$ cat config.mk
export PLATFORM = sky130hd
export DESIGN_NAME = gemm_cfg_queue
export DESIGN_NICKNAME = d
export VERILOG_FILES = /design/src/rtl/gemm_cfg_queue.sv
export SDC_FILE = /design/constraint.sdc
export NUM_CORES = 1
export LEC_CHECK = 0
export BUFFER_PORTS_ARGS = -buffer_cell sky130_fd_sc_hd__clkbuf_2
export CAP_MARGIN = 5
export CORE_MARGIN = 2
export CORE_UTILIZATION = 35
export CTS_BUF_LIST = sky130_fd_sc_hd__clkbuf_8
export CTS_CLUSTER_SIZE = 8
export DETAILED_ROUTE_END_ITERATION = 12
export GPL_ROUTABILITY_DRIVEN = 0
export HOLD_SLACK_MARGIN = 0.15
export SYNTH_ARGS = -nofsm -noshare
export SYNTH_HDL_FRONTEND = slang
export SYNTH_SLANG_ARGS = --single-unit
$ cat constraint.sdc
create_clock -name clk -period 22.2 [get_ports clk]
set_input_delay 4.44 -clock clk [delete_from_list [all_inputs] [get_ports clk]]
set_output_delay 4.44 -clock clk [all_outputs]
set_load 0.1 [all_outputs]
$ cat src/rtl/gemm_cfg_queue.sv
// rtl/gemm_cfg_queue.sv - GEMM tile descriptor staging registers and DEPTH-entry commit queue
// Optional completion counter at offset 0x20 is built when GEMM_CFG_DONE_CNT_EN is defined.
module gemm_cfg_queue #(
  parameter logic [31:0] BASE_ADDR = 32'h9000_0000,
  parameter int          DEPTH     = 4,
  parameter int          SIZE_W    = 5
) (
  input  logic              clk,
  input  logic              rst,
  input  logic              system_bus_en,
  input  logic              system_bus_rdwr,
  input  logic [31:0]       system_bus_wr_data,
  input  logic [31:0]       system_bus_addr,
  output logic [31:0]       system_bus_rd_data,
  input  logic              desc_pop,
  input  logic              gemm_done,
  output logic [31:0]       tile_A_addr,
  output logic [31:0]       tile_B_addr,
  output logic [31:0]       tile_C_addr,
  output logic [31:0]       tile_A_stride,
  output logic [31:0]       tile_B_stride,
  output logic [SIZE_W-1:0] msize,
  output logic [SIZE_W-1:0] ksize,
  output logic [SIZE_W-1:0] nsize,
  output logic              store,
  output logic              overwrite,
  output logic              conf_empty,
  output logic              conf_full
);

  localparam int          AW       = $clog2(DEPTH);
  localparam int          DIM_W    = 3 * SIZE_W;
  localparam logic [AW:0] FULL_CNT = (AW + 1)'(DEPTH);

  logic [31:0] stage_a, stage_b, stage_c, stage_sa, stage_sb;
  logic        stage_store, stage_ovw;

  logic [31:0]      q_a    [DEPTH];
  logic [31:0]      q_b    [DEPTH];
  logic [31:0]      q_c    [DEPTH];
  logic [31:0]      q_sa   [DEPTH];
  logic [31:0]      q_sb   [DEPTH];
  logic [1:0]       q_ctrl [DEPTH];
  logic [DIM_W-1:0] q_dim  [DEPTH];

  logic [AW-1:0] wr_ptr, rd_ptr;
  logic [AW:0]   count, count_nxt;
  logic          overflow;

  logic bus_wr, bus_rd;
  logic wr_a, wr_b, wr_c, wr_sa, wr_sb, wr_ctrl, wr_dim, wr_ovf_clr;
  logic do_push, do_pop, push_drop;

  assign bus_wr = system_bus_en & system_bus_rdwr;
  assign bus_rd = system_bus_en & ~system_bus_rdwr;

  assign wr_a       = bus_wr && (system_bus_addr == BASE_ADDR + 32'h00);
  assign wr_b       = bus_wr && (system_bus_addr == BASE_ADDR + 32'h04);
  assign wr_c       = bus_wr && (system_bus_addr == BASE_ADDR + 32'h08);
  assign wr_sa      = bus_wr && (system_bus_addr == BASE_ADDR + 32'h0C);
  assign wr_sb      = bus_wr && (system_bus_addr == BASE_ADDR + 32'h10);
  assign wr_ctrl    = bus_wr && (system_bus_addr == BASE_ADDR + 32'h14);
  assign wr_dim     = bus_wr && (system_bus_addr == BASE_ADDR + 32'h18);
  assign wr_ovf_clr = bus_wr && (system_bus_addr == BASE_ADDR + 32'h1C);

  assign conf_empty = (count == '0);
  assign conf_full  = (count == FULL_CNT);

  // A pop on a full queue frees the slot the coincident push needs.
  assign do_pop    = desc_pop && !conf_empty;
  assign do_push   = wr_dim && (!conf_full || desc_pop);
  assign push_drop = wr_dim && conf_full && !desc_pop;

  always_comb begin
    count_nxt = count;
    case ({do_push, do_pop})
      2'b10:   count_nxt = count + 1'b1;
      2'b01:   count_nxt = count - 1'b1;
      default: count_nxt = count;
    endcase
  end

  always_ff @(posedge clk) begin
    if (rst) begin
      stage_a     <= '0;
      stage_b     <= '0;
      stage_c     <= '0;
      stage_sa    <= '0;
      stage_sb    <= '0;
      stage_store <= 1'b0;
      stage_ovw   <= 1'b0;
      wr_ptr      <= '0;
      rd_ptr      <= '0;
      count       <= '0;
      overflow    <= 1'b0;
    end else begin
      if (wr_a)    stage_a  <= system_bus_wr_data;
      if (wr_b)    stage_b  <= system_bus_wr_data;
      if (wr_c)    stage_c  <= system_bus_wr_data;
      if (wr_sa)   stage_sa <= system_bus_wr_data;
      if (wr_sb)   stage_sb <= system_bus_wr_data;
      if (wr_ctrl) begin
        stage_store <= system_bus_wr_data[0];
        stage_ovw   <= system_bus_wr_data[1];
      end
      if (do_push) wr_ptr <= wr_ptr + 1'b1;
      if (do_pop)  rd_ptr <= rd_ptr + 1'b1;
      count <= count_nxt;
      if (push_drop)       overflow <= 1'b1;
      else if (wr_ovf_clr) overflow <= 1'b0;
    end
  end

  // Entry storage needs no reset: the pointers alone decide what is valid.
  always_ff @(posedge clk) begin
    if (!rst && do_push) begin
      q_a[wr_ptr]    <= stage_a;
      q_b[wr_ptr]    <= stage_b;
      q_c[wr_ptr]    <= stage_c;
      q_sa[wr_ptr]   <= stage_sa;
      q_sb[wr_ptr]   <= stage_sb;
      q_ctrl[wr_ptr] <= {stage_ovw, stage_store};
      q_dim[wr_ptr]  <= system_bus_wr_data[DIM_W-1:0];
    end
  end

  always_comb begin
    tile_A_addr   = '0;
    tile_B_addr   = '0;
    tile_C_addr   = '0;
    tile_A_stride = '0;
    tile_B_stride = '0;
    store         = 1'b0;
    overwrite     = 1'b0;
    msize         = '0;
    ksize         = '0;
    nsize         = '0;
    if (!conf_empty) begin
      tile_A_addr   = q_a[rd_ptr];
      tile_B_addr   = q_b[rd_ptr];
      tile_C_addr   = q_c[rd_ptr];
      tile_A_stride = q_sa[rd_ptr];
      tile_B_stride = q_sb[rd_ptr];
      store         = q_ctrl[rd_ptr][0];
      overwrite     = q_ctrl[rd_ptr][1];
      msize         = q_dim[rd_ptr][SIZE_W-1:0];
      ksize         = q_dim[rd_ptr][2*SIZE_W-1:SIZE_W];
      nsize         = q_dim[rd_ptr][3*SIZE_W-1:2*SIZE_W];
    end
  end

`ifdef GEMM_CFG_DONE_CNT_EN
  logic [31:0] done_cnt;
  logic        wr_done_clr;

  assign wr_done_clr = bus_wr && (system_bus_addr == BASE_ADDR + 32'h20);

  always_ff @(posedge clk) begin
    if (rst || wr_done_clr) done_cnt <= '0;
    else if (gemm_done)     done_cnt <= done_cnt + 32'd1;
  end
`else
  logic unused_gemm_done;
  assign unused_gemm_done = gemm_done;
`endif

  always_comb begin
    system_bus_rd_data = '0;
    if (bus_rd) begin
      if (system_bus_addr == BASE_ADDR + 32'h00)
        system_bus_rd_data = {16'b0, 8'(count), 5'b0, overflow, conf_empty, conf_full};
      else if (system_bus_addr == BASE_ADDR + 32'h18)
        system_bus_rd_data = {31'b0, conf_empty};
`ifdef GEMM_CFG_DONE_CNT_EN
      else if (system_bus_addr == BASE_ADDR + 32'h20)
        system_bus_rd_data = done_cnt;
`endif
    end
  end

endmodule

* Word-level counts from Yosys, hierarchy flattened
Memory sizes are Yosys's and may differ from the RTL's. A register that Yosys moved wholly into a read port is not among the register bits.
Cells that the tools add are included.
** Storage, ports and cells
- Flip-flop bits (word level) :: 170
- Bits in writable memories :: 708
- Input bits :: 70
- Logic and storage cells :: 89
- Memories kept :: 7
** Memory list
- q_a :: depth 4, bits a word 32, read ports 1, clocked after memory_dff 1, wr ports 1, line 38 : logic [31:0] q_a [DEPTH];
- q_b :: depth 4, bits a word 32, read ports 1, clocked after memory_dff 1, wr ports 1, line 39 : logic [31:0] q_b [DEPTH];
- q_c :: depth 4, bits a word 32, read ports 1, clocked after memory_dff 1, wr ports 1, line 40 : logic [31:0] q_c [DEPTH];
- q_sa :: depth 4, bits a word 32, read ports 1, clocked after memory_dff 1, wr ports 1, line 41 : logic [31:0] q_sa [DEPTH];
- q_sb :: depth 4, bits a word 32, read ports 1, clocked after memory_dff 1, wr ports 1, line 42 : logic [31:0] q_sb [DEPTH];
- q_dim :: depth 4, bits a word 15, read ports 1, clocked after memory_dff 1, wr ports 1, line 44 : logic [DIM_W-1:0] q_dim [DEPTH];
- +1 memories
** Cells by class
- $add $sub $neg :: 4
- Equal/unequal tests :: 11
- Mux-type cells :: 32
- Bitwise gates (word level) :: 3
- Reductions and logical operators :: 21
** Operator list (number)
- $eq A32 B32 Y1 const B :: 8
- $mux W32 :: 5
- $mux W2 :: 14
- $mux W11 :: 2
- $mux W5 :: 3
- $logic_and A1 B1 Y1 :: 13
- $mux W1 :: 7
- $pmux W3 S2 :: 1
- $add A2 B1 Y2 const B :: 2
- $logic_not A1 Y1 :: 4
- $reduce_bool A2 Y1 :: 2
- $add A3 B1 Y3 const B :: 1
- $eq A3 B3 Y1 const B :: 1
- $logic_not A3 Y1 :: 1
- $sub A3 B1 Y3 const B :: 1
- $and A1 B1 Y1 :: 2
- $eq A2 B1 Y1 const B :: 1
- $eq A2 B2 Y1 const B :: 1
- $logic_or A1 B1 Y1 :: 1
- $not A1 Y1 :: 1

* Longest topological paths before layout
- Depth in word-level cells :: 7
- Mapped depth :: 10
- Mapped depth without buffers :: 10

* Least setup slack after synthesis
Ideal clock, no wire load.
- Path kind :: input to register
- From :: in system_bus_addr[16]
- To :: mem q_a[0][0] (enable)
- Setup time :: 0.967 ns
- Data arrival time :: 18.260 ns
- Data required time :: 21.233 ns
- Setup slack :: 2.973 ns
- Stages on the path :: 5
- Path buffers :: 0
- Cell sequence :: nor4b_4 -> nand4_4 -> nor4_4 -> inv_1 -> nor3b_1
** Between the ends
- Word-level cells in the longest chain between the ends :: 6
** RTL lines
- start: declaration :: line 13 : input logic [31:0] system_bus_addr,
- $eq A32 B32 Y1 :: line 63 : assign wr_dim = bus_wr && (system_bus_addr == BASE_ADDR + 32'h18);
- $logic_and A1 B1 Y1 :: line 63
- $logic_and A1 B1 Y1 :: line 71 : assign do_push = wr_dim && (!conf_full || desc_pop);
- $logic_and A1 B1 Y1 :: line 116 : if (!rst && do_push) begin
- $mux W1 :: line 116
- $mux W1 (implied by the code) :: line 117 : q_a[wr_ptr] <= stage_a;
- end: declaration :: line 38
Every way passes these cells.

* Worst setup path after layout
- From :: in system_bus_addr[4]
- To :: out system_bus_rd_data[10]
** Between the ends
- Word-level cells in the longest chain between the ends :: 3
** RTL lines
- $eq A32 B32 Y1 :: line 170 : if (system_bus_addr == BASE_ADDR + 32'h00)
- $mux W11 :: line 170
- $mux W11 :: line 169 : if (bus_rd) begin
- end: declaration :: line 14 : output logic [31:0] system_bus_rd_data,
Every way passes these cells.

==> impl_metrics.ini <==
[synthesis]
ys.flop_type = edfxtp_1
yosysWarningCount = 0
synthCells = 1804
synth_edf_count = 708
synth_area_mm2 = 0.0341
synth_area_leaders = edfxtp_1, mux4_2, dfxtp_1
synth_most_common_cell = edfxtp_1
yosysUniqueCellTypes = 41
yosysTopAreaCell = edfxtp_1
ys_top_cells_by_count = edfxtp_1, nand2b_1, and2_1, mux4_2, dfxtp_1
ys_seq_elements = 880
ys_seq_area_frac = 0.725
ys_async_sr_fraction = 0
synth.avg_cell_area_um2 = 18.9
yosysTopAreaCellShare = 0.624

[pwr]
comb_power_share = 0.017
ir_drop_v = 0.0000428
power_frac_seq = 0.555
switching_share = 0.220
p_leak_nw = 12.4
cellPowerDensity_mw_per_mm2 = 80.3
internal-power_mw = 2.47
p_switching_mw = 0.696
pwr-share-clk = 0.428

[setup_path]
critPathLaunchType = input pin
cpPeakStageDelay_ns = 0.55
slowest_stage = nor2_1
worstSetupPathType = in -> out
end_kind = output pin
arrival_ns = 6.49
worstPathCellList = clkbuf_2 > nor2_1 > nand3_1 > nor4_2 > buf_4 > and2_1 > clkbuf_2
cp_top_family = simple AND/OR/NAND/NOR gates
path_max_fanout = 5
cp_data_required_time_ns = 17.76
crit_top_cell = clkbuf_2
critPathBufInv = 3

[routing]
detail-route-antenna-nets = 0
wl_per_cell_um = 22.7
drc = 0
viasPerCell = 4.84
wl_mm = 80.2
drt_iter0_markers = 1080
num_vias = 17090
first_pass_iters = 7

[sta]
setup_viol = 0
rsz0062_at_grt = no
clock_skew_ns = 0.0282
slew_violations = 0
fin_tns_setup_ns = 0
hold_viol = 0
max_slew_margin = 0.251
period_needed_ns = 10.93
worst_slew_pin_slew_ns = 1.12
min_period_over_period = 0.492
fmaxAchievable_mhz = 91.5

[cts]
cts_buffer_depth = 3
ctsResizeCount = 0
hold_buffers = 0
cts_tree = done
clk_latency_ns = 0.81
cts_root_buf = clkbuf_8
cts_made_buffers = 149
clk_pin_slew_worst_paths_ns = 0.06
clkSinkCount = 880
htreeDepth = 4
post_cts_buffers = 0

[die]
die_h_um = 316
initial_utilization = 0.353
die_w_um = 316
die_area_mm2 = 0.0999
pin_count = 281
placementRows = 114
core_area_mm2 = 0.0966

[global_route]
antenna_found_initial = 4
grt_max_degree = 139
grt_usage = 0.162
grt_pass1_vias = 18311
overflow = 0
grt_pass1_wl_mm = 117

[run]
cap_violations = 0

[finish]
final_nets = 2207
regArea_mm2 = 0.0247
multi_input_area_mm2 = 0.00877
fill_cells = 8657
finalNonFillerCells = 3532
drive_above_1_share = 0.297
syn_to_final_growth_pct = 15.8

[placed_design]
io_buffers = 253
hpwl_mm = 44.0
dp_cells = 3256

[run_status]
outcome = finished, final reports clean

[hold_path]
min_path_type = reg -> reg
[final timing paths]
check                startpoint                endpoint  slack [ns]  depth (start not counted)
min                 stage_b[12]              q_b[3][12]        0.49                          0
max reg2reg            count[0]              q_a[3][22]       18.23                          7
min reg2reg         stage_b[12]              q_b[3][12]        0.49                          0
max          system_bus_addr[4]  system_bus_rd_data[10]       11.27                          7
[state kept, by name (all words and copies together) (netlist names), named ones only]
| name | cells |
|---|---|
| count | 3 |
| overflow | 1 |
| q_a | 128 |
| q_b | 128 |
| q_c | 128 |
| q_ctrl | 8 |
| q_dim | 60 |
| q_sa | 128 |
| q_sb | 128 |
| rd_ptr | 2 |
| stage_a | 32 |
| stage_b | 32 |
| stage_c | 32 |
| stage_ovw | 1 |
| stage_sa | 32 |
| stage_sb | 32 |
| stage_store | 1 |
| wr_ptr | 2 |
[metal layers]
| metal | wire (µm) | track usage |
|---|---|---|
| met2 | 39000 | 0.264 |
| met3 | 3920 | 0.0356 |
| met4 | 1670 | 0.0526 |
| met1 | 35600 | 0.216 |
| met5 | 14 | 0 |
[power by group through the flow]
stage / clock network [mW] / registers, mW / logic (mW)
after floorplan: 0 / 1.79 / 0.0373
after detailed placement: 0 / 1.79 / 0.0554
after global routing: 1.47 / 1.76 / 0.0570
final: 1.36 / 1.76 / 0.0543
after CTS: 1.41 / 1.76 / 0.0554
after global placement: 0 / 1.79 / 0.0547
[stage by stage]
| step | area, µm² | setup WS [ns] | power (mW) | hold slack [ns] | util |
|---|---|---|---|---|---|
| floorplan | 34200 | 2.97 | 1.83 | 0.442 | - |
| global placement | 36600 | 11.44 | 1.85 | 0.466 | 0.379 |
| detailed placement | 36600 | 11.30 | 1.85 | 0.482 | 0.379 |
| CTS | 39500 | 11.30 | 3.22 | 0.479 | 0.409 |
| global route | 39500 | 11.15 | 3.29 | 0.504 | 0.409 |
| finish | 39500 | 11.27 | 3.17 | 0.487 | 0.409 |
[layout make-up]
type | instances | area share
Tap cell | 1276 | 0.0404
Antenna cell | 2 | 0.000127
Sequential cell | 880 | 0.626
Timing Repair Buffer | 278 | 0.0383
Clock inverter | 109 | 0.0148
Clock buffer | 165 | 0.0575
Multi-Input combinational cell | 814 | 0.222
Inverter | 8 | 0.000761
[cell families after synthesis]
| group | Yosys count | synth area share |
|---|---|---|
| buffers and inverters | 135 | 0.0217 |
| AO/OA/AOI/OAI | 5 | 0.000954 |
| other | 1 | 0.000110 |
| multiplexers | 341 | 0.165 |
| flip-flops | 880 | 0.725 |
| adder cells (fa/ha/maj) | 6 | 0.00242 |
| AND/OR/NAND/NOR | 432 | 0.0839 |
| XOR/XNOR | 4 | 0.00103 |
[worst register-to-register path, cell delays in order (launching register included)]
cell	delay (ns)
dfxtp_1	0.62
nor4b_1	0.23
or2_2	0.35
nor4_4	0.31
inv_1	0.24
nor3b_2	0.23
buf_4	0.67
buf_4	0.83
[layout by cell type, fill, tap and decap left out, types with 3 or more instances in the layout]
| cell type | count |
|---|---|
| and2_1 | 183 |
| and4_1 | 3 |
| buf_12 | 4 |
| buf_4 | 21 |
| clkbuf_2 | 252 |
| clkbuf_8 | 165 |
| clkinv_1 | 15 |
| clkinv_2 | 6 |
| clkinv_8 | 5 |
| clkinvlp_4 | 5 |
| conb_1 | 26 |
| dfxtp_1 | 170 |
| edfxtp_1 | 708 |
| ha_1 | 5 |
| inv_1 | 76 |
| inv_6 | 3 |
| mux2i_1 | 163 |
| mux4_2 | 177 |
| nand2b_1 | 197 |
| nand3_1 | 4 |
| nand4_1 | 3 |
| nand4_4 | 5 |
| nor2_1 | 11 |
| nor3b_2 | 4 |
| nor4_2 | 3 |
| nor4_4 | 3 |
| xor2_1 | 3 |
No activity file was read; power rests on OpenSTA's default activity.
